## src/rtl/wb_stage.sv

```systemverilog
// MEM/WB pipeline register with load extraction and writeback select.
// Optional write-through bypass to decode: define WB_BYPASS_EN.
module wb_stage #(
  parameter int bit_size = 32
) (
  input  logic                clk,
  input  logic                rst,
  input  logic                stall,
  input  logic                flush,
  input  logic                in_valid,
  input  logic                RegWrite_in,
  input  logic                MemtoReg_in,
  input  logic                Link_in,
  input  logic [1:0]          Mem_size_in,
  input  logic                Mem_sign_in,
  input  logic [4:0]          Write_addr_in,
  input  logic [bit_size-1:0] ALU_result_in,
  input  logic [bit_size-1:0] Mem_data_in,
  input  logic [bit_size-1:0] PC_plus4_in,
`ifdef WB_BYPASS_EN
  input  logic [4:0]          Read_addr_1,
  input  logic [4:0]          Read_addr_2,
  input  logic [bit_size-1:0] Reg_data_1,
  input  logic [bit_size-1:0] Reg_data_2,
  output logic [bit_size-1:0] Fwd_data_1,
  output logic [bit_size-1:0] Fwd_data_2,
`endif
  output logic                wb_valid,
  output logic                RegWrite,
  output logic [4:0]          Write_addr,
  output logic [bit_size-1:0] Write_data
);

  logic [1:0]          off;
  logic [7:0]          byte_l;
  logic [15:0]         half_l;
  logic [bit_size-1:0] load_data;
  logic [bit_size-1:0] sel_data;

  logic                valid_q, valid_d;
  logic                rw_q, rw_d;
  logic [4:0]          addr_q, addr_d;
  logic [bit_size-1:0] data_q, data_d;

  assign off = ALU_result_in[1:0];

  // Pick the addressed lane and extend it to a full word.
  always_comb begin
    byte_l    = Mem_data_in[7:0];
    half_l    = off[1] ? Mem_data_in[31:16] : Mem_data_in[15:0];
    load_data = Mem_data_in;
    unique case (off)
      2'd0: byte_l = Mem_data_in[7:0];
      2'd1: byte_l = Mem_data_in[15:8];
      2'd2: byte_l = Mem_data_in[23:16];
      2'd3: byte_l = Mem_data_in[31:24];
    endcase
    unique case (Mem_size_in)
      2'b00:
        load_data = {{(bit_size-8){Mem_sign_in & byte_l[7]}},
                     byte_l};
      2'b01:
        load_data = {{(bit_size-16){Mem_sign_in & half_l[15]}},
                     half_l};
      default:
        load_data = Mem_data_in;
    endcase
  end

  // Writeback source: link beats load beats ALU.
  always_comb begin
    sel_data = ALU_result_in;
    if (Link_in)
      sel_data = PC_plus4_in;
    else if (MemtoReg_in)
      sel_data = load_data;
  end

  // Next state: reset beats flush beats stall beats load.
  always_comb begin
    valid_d = valid_q;
    rw_d    = rw_q;
    addr_d  = addr_q;
    data_d  = data_q;
    if (rst || flush) begin
      valid_d = 1'b0;
      rw_d    = 1'b0;
      addr_d  = '0;
      data_d  = '0;
    end else if (!stall) begin
      valid_d = in_valid;
      rw_d    = in_valid & RegWrite_in &
                (Write_addr_in != 5'd0);
      addr_d  = Write_addr_in;
      data_d  = sel_data;
    end
  end

  // Stage register.
  always_ff @(posedge clk) begin
    valid_q <= valid_d;
    rw_q    <= rw_d;
    addr_q  <= addr_d;
    data_q  <= data_d;
  end

  assign wb_valid   = valid_q;
  assign RegWrite   = rw_q;
  assign Write_addr = addr_q;
  assign Write_data = data_q;

`ifdef WB_BYPASS_EN
  // Same-cycle write-through so decode sees the value being written.
  always_comb begin
    Fwd_data_1 = Reg_data_1;
    Fwd_data_2 = Reg_data_2;
    if (rw_q && addr_q == Read_addr_1)
      Fwd_data_1 = data_q;
    if (rw_q && addr_q == Read_addr_2)
      Fwd_data_2 = data_q;
  end
`endif

endmodule

```

## config.mk

```make
export PLATFORM = sky130hd
export DESIGN_NAME = wb_stage
export DESIGN_NICKNAME = d
export VERILOG_FILES = /design/src/rtl/wb_stage.sv
export SDC_FILE = /design/constraint.sdc
export NUM_CORES = 1
export LEC_CHECK = 0
export ABC_AREA = 1
export BUFFER_PORTS_ARGS = -buffer_cell sky130_fd_sc_hd__buf_2
export CORE_UTILIZATION = 45
export CTS_CLUSTER_SIZE = 12
export DETAILED_ROUTE_END_ITERATION = 12
export PLACE_DENSITY = 0.91
export SYNTH_ARGS = -nofsm -noshare
export SYNTH_HDL_FRONTEND = slang
export SYNTH_SLANG_ARGS = --single-unit
```

## constraint.sdc

```tcl
create_clock -name clk -period 1.38 [get_ports clk]
set_input_delay 0.138 -clock clk [delete_from_list [all_inputs] [get_ports clk]]
set_output_delay 0.138 -clock clk [all_outputs]
set_load 0.01 [all_outputs]
```

# Word level (Yosys, flattened, before mapping)
# Cells that the tools add are included.
dict set report totals {
  reg_bits 39
  latch_bits 0
  ram_bits 0
  mem_bits_ro 0
  inputBits 112
  out_inout_bits 39
  elab_cells 21
  n_memories 0
}
dict set report op_classes {
  n_addsub 0
  mul 0
  n_div 0
  order_cmp 0
  n_eq_ne 4
  n_shift 0
  mux 5
  bitwise 4
  n_reduce_logical 4
}
# operator count
set op_table {}
lappend op_table {{32-bit two-way mux} 2}
lappend op_table {{32-bit case mux with 2 select lines} 1}
lappend op_table {{8-bit case mux with 4 select lines} 1}
lappend op_table {{16-bit two-way mux} 1}
lappend op_table {{5-bit nonzero test} 1}
lappend op_table {{1-bit bitwise AND} 4}
lappend op_table {{2-bit by 1-bit == test with 1-bit output (second input constant)} 2}
lappend op_table {{2-bit == test (second input constant)} 2}
lappend op_table {{2-bit zero test} 2}
lappend op_table {{1-bit logical OR} 1}

# Logic depth before layout (Yosys ltp)
# Gate-level depths: netlist of the first run.
dict set report logic_depth {
  depth_word 6
  ltp_mapped 11
  mapped_depth_nobuf 9
}

# Worst setup path before layout of the first run
# Ideal clock, no wire load.
dict set report synth_timing {
  path_kind {input port to flip-flop}
  startpoint {input ALU_result_in[1]}
  endpoint {register data_q[9] (netlist: Write_data[9])}
  setup_time_ns 0.119
  t_arrival_ns 1.011
  t_required_ns 1.261
  slack_ns 0.250
  stages 9
  n_path_buf 2
  path_cell_list {buf_2 inv_2 nand2_1 nand3_1 nand3_4 buf_6 nand3_1 nand2_1 a21oi_1}
}
dict set report synth_via {
  elab_chain_len 6
  elab_cells_between_ends 10
  classes_between {3 x eq/ne; 5 x mux; 1 x bitwise; 1 x reduce/logical}
}
# element line
set synth_lines {}
lappend synth_lines {{start: declaration} 17} ;# input logic [bit_size-1:0] ALU_result_in,
lappend synth_lines {{2-bit == test (tied with other cells)} 52} ;# unique case (off)
lappend synth_lines {{8-bit case mux with 4 select lines} 52}
lappend synth_lines {{1-bit bitwise AND} 60} ;# load_data = {{(bit_size-8){Mem_sign_in & byte_l[7]}},
lappend synth_lines {{32-bit case mux with 2 select lines (*)} 58} ;# unique case (Mem_size_in)
lappend synth_lines {{32-bit two-way mux (*)} 75} ;# else if (MemtoReg_in)
lappend synth_lines {{32-bit two-way mux (*)} 73} ;# if (Link_in)
lappend synth_lines {{end signal: assignment} 104} ;# data_q <= data_d;
lappend synth_lines {{end: declaration} 43} ;# logic [bit_size-1:0] data_q, data_d;
# Mark *: on every way between the ends. The rest lies on a longest branch, timed or not.
# A chain may end at the register's enable or synchronous reset.

# Worst setup path after layout of the first run
dict set report layout_timing {
  startpoint {input Mem_size_in[1]}
  endpoint {register data_q[13] (netlist: Write_data[13])}
}
dict set report layout_via {
  elab_chain_len 4
  elab_cells_between_ends 5
  classes_between {1 x eq/ne; 3 x mux; 1 x reduce/logical}
}
# element line
set layout_lines {}
lappend layout_lines {{start: declaration} 14} ;# input logic [1:0] Mem_size_in,
lappend layout_lines {{2-bit by 1-bit == test with 1-bit output or 2-bit zero test (tied branches)} 58}
lappend layout_lines {{32-bit case mux with 2 select lines (*)} 58}
lappend layout_lines {{32-bit two-way mux (*)} 75}
lappend layout_lines {{32-bit two-way mux (*)} 73}
# Marks and branches as above.

==> metrics, run 1 <==
CTS root buffer=clkbuf_8; delay-heaviest family, CP=simple AND/OR/NAND/NOR gates; FP Rows=28; total leakage power=1.96 nW; core area=5920 um2; Clk pwr share=32.5%; largest net degree at the start of global routing=44; Synth area leader=dfxtp_1; first-pass GRT wire length=14400 um; WHS Path Cells=3; CP most frequent cell=nand2_2; syn nets=567; CP required=1610 ps; area of the multi-input gates=1720 um2; YS warnings=0; share of cells above drive strength 1=34.5%; Finished Core Util=62.8%; status=completed; Seq. cell area=781 um2; Final Hold Fails=0; Cell Int Power=2.07 mW; HP Class=in2reg; CP Capture Type=flip-flop; CTS HTree Levels=2; Yosys cell types=27; R2R depth=2; CTS Buf Count=5; CP arrival=1310 ps; die area=6440 um2; gr usage total=28.9%; RSZ-0062 raised after global routing=no; PD cells=820 nW/um2; gp weighted congestion=0.910; worst hold start=Write_addr_in[0]; post-CTS setup repair buffer count=0; Worst-Skew Late Latency=300 ps; CTS resizes=0; Max Buffers Root-to-Sink=2; post-DP HPWL=7120 um; Area contributors post-synth=dfxtp_1, nand2_1, a21oi_1; area grow syn2layout=34.9%; max_cap viols=0; Max Clock Skew=0 ps; worst slew pin tran=358 ps; Yosys reg bits=39; Reg-to-Reg End=Write_addr[4]; fin crit share=78.5%; Slew Limit Fails=0; antenna fix cells=0; sink of the worst hold path=Write_addr[0]; NetSw=0.975 mW; # DRC=0; sequential share of the synthesized area=28.3%; crit-path max cell delay=280 ps; initial core utilization=46.5%; # clock sinks=39; IO Port Bufs=150; Post-Syn Area=2760 um2; Synth Area per Inst=6.06 um2; vias in the first global route=3090; Die H=80.2 um; WS Path Type=in2reg; drt first pass iters=5; vias=3580; reg2reg start=Write_addr[4]; Relative slew margins=76.1%; Worst VDD drop=0.658 mV; WL/cell=14.0 um; Yosys top cell area share=28.3%; DRT iter0 DRCs=224; total gr overflow=0; sw frac=32.0%; critical path, cell by cell=buf_2 -> nor2_2 -> nand2_2 -> nand2_2 -> nand3_4 -> nand3_1 -> nand2_1 -> a21oi_1; drt total wl=9390 um; hold_buf cts=0; Worst Path Buf+Inv=1; critical path's slowest cell=nand3_4; crit path launch type=primary input; combinational fraction of design power=28.1%; CP Max Fanout=24; remaining antenna violation count after routing=0; hold slack=94.9 ps; final setup fails=0; Die Wd=80.2 um; CTS tree=yes; Flop pwr share=39.3%; Mapped Cells=455; antenna violations before repair=0; Worst R2R Setup Slack=680 ps; Ports=151; vias per inst=5.35; Peak Freq=923 MHz; Final #Nets=705; post-route minimum period=1080 ps; fillers=554; clock slew at reported path FFs=90 ps
==> flip-flops by register name, summed over array words and instances (netlist names) <==
name and cells:
wb_valid 1, Write_data 32, Write_addr 5, RegWrite 1
==> worst max-delay path by stage <==
stage,startpoint,endpoint,slack (ps),depth (start not counted)
finish,Mem_size_in[1],Write_data[13],300,8
global route,Mem_size_in[1],Write_data[13],130,8
floorplan,ALU_result_in[1],Write_data[9],250,9
detailed placement,ALU_result_in[1],Write_data[13],-2,8
CTS,ALU_result_in[1],Write_data[13],310,8
global placement,ALU_result_in[1],Write_data[20],50,8
==> cell type report <==
| cell class | count | area share [%] |
|---|---|---|
| repair buffers | 165 | 24.6 |
| multi-input cells | 357 | 46.3 |
| clock buffers | 5 | 1.85 |
| well taps | 75 | 2.52 |
| inverters | 25 | 2.52 |
| clock inverters | 3 | 1.18 |
| flip-flops and latches | 39 | 21.0 |
==> cell families after synthesis <==
logic type,count (synthesis),synth area share (%)
simple gates,220,35.1
compound gates,137,27.3
buf+inv,59,9.22
flops,39,28.3
==> stage by stage <==
stage	setup TNS, ps	worst slack, ps	area, um2	cells	total power, mW
after detailed placement	-1.56	-1.56	3600	661	2.07
after floorplan	0	250	2760	455	1.71
after global routing	0	134	3720	669	3.19
after global placement	0	53.5	3600	661	2.06
final	0	297	3720	669	3.05
after CTS	0	312	3720	669	3.04
==> power by group through the flow <==
stage / combinational (mW) / clock [mW] / sequential, mW
3_3_place_gp: 0.835 / 0 / 1.22
6_report: 0.857 / 0.991 / 1.20
2_1_floorplan: 0.462 / 0 / 1.24
5_1_grt: 0.948 / 1.04 / 1.20
3_5_place_dp: 0.848 / 0 / 1.22
4_1_cts: 0.851 / 0.996 / 1.20
==> worst min-delay path, cell delays in order <==
cell and delay, ps:
buf_2 100, nand2_1 50, a21oi_1 50
==> layer usage <==
metal | routed length, um | track usage, % | up-vias
met5 | 0 | 0 | -
met4 | 251 | 10.4 | 0
met3 | 592 | 4.20 | 20
met2 | 4490 | 49.1 | 156
met1 | 4060 | 36.9 | 1623
li1 | - | - | 1781
==> cells in the mapped netlist <==
master	count
buf_1	1
nor2_1	65
inv_1	23
a21oi_2	10
nor2_4	1
dfxtp_1	39
clkbuf_1	24
buf_6	3
nand3_4	1
nand3_1	26
o22ai_1	1
o21ai_0	37
o21ai_1	1
o21a_1	2
or2_2	2
nand2_1	109
buf_2	5
nand2_2	2
nor2_2	1
buf_4	1
inv_2	2
nand4_1	2
a22oi_1	5
nand3_2	10
a21oi_1	80
nand2_4	1
a21oi_4	1
==> placed cells by master (no fill, tap or decap), drive strengths merged <==
cell type and n:
inv 25, nor2 67, a22oi 5, dfxtp 39, o22ai 1, clkinv 2, o21ai 38, buf 165
o21a 2, or2 2, bufinv 1, nand2 112, clkbuf 5, a21oi 91, nand4 2, nand3 37
Note: power is estimated with default switching activity, not from simulation.
==> inputs of run 2 (changes only) <==
==> constraint.sdc (replaced) <==
create_clock -name clk -period 1 [get_ports clk]
set_input_delay 0.1 -clock clk [delete_from_list [all_inputs] [get_ports clk]]
set_output_delay 0.1 -clock clk [all_outputs]
set_load 0.01 [all_outputs]
==> metrics, run 2 (same netlist as run 1, synthesis figures left out) <==
fillers=537; CTS root buffer=clkbuf_8; commonest non-fill, non-tap cell in the layout=buf_2; CP Max Fanout=2; max FFs per register=32; commonest non-fill, non-tap cells in the layout=buf_2, nand2_1, a21oi_1, nor2_1, dfxtp_1; gp weighted congestion=0.918; antenna violations before repair=0; DP Area=3810 um2; max_cap viols=0; hold slack=53.8 ps; initial core utilization=46.5%; area grow syn2layout=41.9%; Worst VDD drop=0.695 mV; IO Port Bufs=150; drt first pass iters=5; total gr overflow=0; post-route minimum period=923 ps; CP Capture Type=output port; gr usage total=31.4%; clock slew at reported path FFs=80 ps; DRT iter0 DRCs=284; post-CTS setup repair buffer count=0; crit path launch type=flip-flop; vias in the first global route=3345; largest net degree at the start of global routing=37; delay-heaviest family, CP=flip-flops; share of cells above drive strength 1=36.4%; Die H=80.2 um; Final WS setup=77.0 ps; # clock sinks=39; final setup fails=0; Ports=151; vias=3707; crit-path max cell delay=370 ps; CP required=900 ps; Placed Cells=677; reg2reg start=Write_addr[1]; fin crit share=92.3%; Relative slew margins=81.0%; worst hold start=Write_addr_in[0]; Setup Slack @ Placement=-240 ps; WS Path Type=reg2out; Max Buffers Root-to-Sink=2; vias per inst=5.41; Final #Nets=721; Slew Limit Fails=0; Non-Filler Instances=685; critical path, cell by cell=buf_2; WL/cell=14.8 um; Final Hold Fails=0; FP Rows=28; CTS tree=yes; drt total wl=10100 um; remaining antenna violation count after routing=0; HP Class=in2reg; status=completed; antenna fix cells=0; post-DP HPWL=7910 um; critical path's slowest cell=dfxtp_1; worst slew pin tran=282 ps; core area=5920 um2; total leakage power=2.05 nW; area of the multi-input gates=1740 um2; Worst Path Buf+Inv=1; Max Clock Skew=0 ps; # DRC=0; Seq. cell area=781 um2; CTS Buf Count=5; RSZ-0062 raised after global routing=yes; CTS HTree Levels=2; die area=6440 um2; Critical Path Source=Write_data[22]; CP arrival=820 ps; PD cells=1030 nW/um2; Worst-Skew Late Latency=290 ps; Worst R2R Setup Slack=210 ps; first-pass GRT wire length=15400 um; Die Wd=80.2 um; Finished Cell Area=3910 um2; Peak Freq=1080 MHz
-- run 2: metal layers --
metal  share of wire (%)  global-route usage [%]  wire length (um)
met5                   0                       0                 0
met4                 3.9                    15.0               396
met2                  49                    55.2              5000
met1                  39                    36.9              3970
met3                 7.4                    5.11               744
-- run 2: final cells by class --
cell class / count / area share, %
clock buffers: 7 / 1.95
clock inverters: 1 / 0.128
inverters: 25 / 2.46
multi-input cells: 357 / 44.6
flip-flops and latches: 39 / 20.0
well taps: 75 / 2.40
repair buffers: 181 / 28.5
-- run 2: power by group --
part | internal [mW] | total, mW | switching (mW)
Clock | 0.490 | 1.06 | 0.568
Sequential | 1.62 | 1.66 | 0.0357
Combinational | 0.571 | 1.30 | 0.729
Total | 2.68 | 4.01 | 1.33
-- run 2: path summary, 6_finish.rpt --
path	cells past startpoint	endpoint
setup / recovery	1	Write_data[22]
hold / removal	3	Write_addr[0]
setup reg to reg	2	Write_addr[1]
hold reg to reg	2	wb_valid
-- run 2: timing repair --
item,4_1_cts,5_1_grt
endpoints found under the setup margin,0,1
gates resized for setup,0,2
hold buffers,0,0
-- run 2: stage by stage --
| stage | power [mW] | setup TNS, ps | util (%) |
|---|---|---|---|
| 2_1_floorplan | 2.37 | 0 | - |
| 3_3_place_gp | 2.94 | -4720 | 64.4 |
| 3_5_place_dp | 2.96 | -5700 | 64.4 |
| 4_1_cts | 3.99 | 0 | 65.8 |
| 5_1_grt | 4.21 | -2.31 | 66.0 |
| 6_report | 4.01 | 0 | 66.0 |
==> inputs of run 3 (changes only) <==
==> config.mk (replaced) <==
export PLATFORM = sky130hd
export DESIGN_NAME = wb_stage
export DESIGN_NICKNAME = d
export VERILOG_FILES = /design/src/rtl/wb_stage.sv
export SDC_FILE = /design/constraint.sdc
export NUM_CORES = 1
export LEC_CHECK = 0
export ABC_AREA = 1
export CORE_UTILIZATION = 60
export CTS_CLUSTER_SIZE = 12
export DETAILED_ROUTE_END_ITERATION = 12
export DONT_BUFFER_PORTS = 1
export PLACE_DENSITY = 0.86
export SYNTH_ARGS = -nofsm -noshare
export SYNTH_HDL_FRONTEND = slang
export SYNTH_SLANG_ARGS = --single-unit
==> metrics, run 3 (same netlist as run 1, synthesis figures left out) <==
gr usage total=40.6%; vias in the first global route=3228; Worst VDD drop=1.07 mV; CTS HTree Levels=2; CP required=1230 ps; # DRC=0; clock slew at reported path FFs=80 ps; area grow syn2layout=22.8%; worst slew pin tran=511 ps; RSZ-0062 raised after global routing=no; final setup fails=0; commonest non-fill, non-tap cells in the layout=nand2_1, a21oi_1, nor2_1, dlygate4sd3_1, dfxtp_1; Die Wd=69.8 um; FP Rows=24; crit path launch type=primary input; max FFs per register=32; CP Capture Type=flip-flop; Finished Core Util=77.2%; CTS tree=yes; share of cells above drive strength 1=10.9%; WS Path Type=in2reg; max_cap viols=0; failing checks=hold timing; Peak Freq=1130 MHz; CTS Buf Count=5; status=finished with violations; commonest non-fill, non-tap cell in the layout=nand2_1; core area=4380 um2; Max Buffers Root-to-Sink=2; Final Hold Fails=1; Non-Filler Instances=538; gp weighted congestion=0.970; Placed Cells=484; Ports=151; die area=4870 um2; Worst-Skew Late Latency=300 ps; PD cells=1250 nW/um2; vias per inst=6.24; hold slack=-12.3 ps; post-route minimum period=881 ps; total gr overflow=0; Final #Nets=597; CTS root buffer=clkbuf_8; Slew Limit Fails=0; HP Class=in2reg; drt total wl=9970 um; CP Max Fanout=24; Setup Slack @ Placement=-144 ps; antenna violations before repair=0; drt first pass iters=7; antenna fix cells=0; Worst R2R Setup Slack=160 ps; total leakage power=1.54 nW; DRT iter0 DRCs=378; Die H=69.8 um; Final WS setup=119 ps; largest net degree at the start of global routing=55; fin crit share=88.1%; # clock sinks=39; CP arrival=1110 ps; WL/cell=18.5 um; IO Port Bufs=0; remaining antenna violation count after routing=0; post-DP HPWL=6070 um; initial core utilization=62.8%; vias=3359; first-pass GRT wire length=15600 um; Relative slew margins=65.9%; Max Clock Skew=0 ps
## run 3: changes by cell type in the layout (fill, tap and decap cells not counted)
cell / previous run / this run
buf_6: 1 / 0
dlymetal6s4s_1: 0 / 2
buf_4: 20 / 9
clkbuf_1: 2 / 1
nand2_8: 1 / 0
clkinv_2: 1 / 0
nand2_4: 1 / 2
buf_12: 10 / 2
buf_2: 150 / 0
bufinv_16: 0 / 2
dlygate4sd3_1: 0 / 44
## run 3: per-stage QoR
stage          TNS [ps]  power (mW)  area, um2
2_1_floorplan         0        2.37       2780
3_3_place_gp      -1320        2.41       2790
3_5_place_dp      -2490        2.43       2790
4_1_cts               0        4.17       3380
5_1_grt               0        4.39       3380
6_report              0        4.24       3380
## run 3: what timing repair did
| item | CTS | global route |
|---|---|---|
| hold buffers | 46 | 0 |
| resized for setup | 0 | 2 |
| endpoints found under the hold margin | 37 | 0 |
| setup buffers | 0 | 0 |
| endpoints found under the setup margin | 0 | 11 |
## run 3: final timing paths
kind,startpoint,to,depth (start not counted)
setup reg to reg,Write_data[29],Write_data[29],2
setup / recovery,Mem_size_in[0],Write_data[29],7
hold / removal,stall,Write_data[8],2
hold reg to reg,Write_addr[0],Write_addr[0],2
## run 3: area by class of cell
class	instances	area (um2)
timing repair buffer	57	573
clock inverter	2	60.1
fill	313	1000
multi-input combinational	357	1740
tap	52	65.1
inverter	25	96.3
sequential	39	781
clock buffer	6	72.6
## run 3: worst max-delay path, stage by stage
cell	delay, ps
nor2_2	120
o21ai_1	90
nand2_2	90
nand3_4	280
nand3_2	160
nand2_1	110
a21oi_2	150
## run 3: report_power, final
part           total (mW)  switching (mW)  internal, mW
Clock                1.61           0.610         0.998
Sequential           1.70          0.0792          1.62
Combinational       0.929           0.496         0.433
Total                4.24            1.19          3.05
## run 3: layer usage
metal | wire length, um | up-vias | track usage, %
li1 | - | 1561 | -
met1 | 3860 | 1535 | 49.5
met2 | 4750 | 223 | 67.8
met3 | 1040 | 40 | 10.5
met4 | 327 | 0 | 16.0
met5 | 0 | - | 0
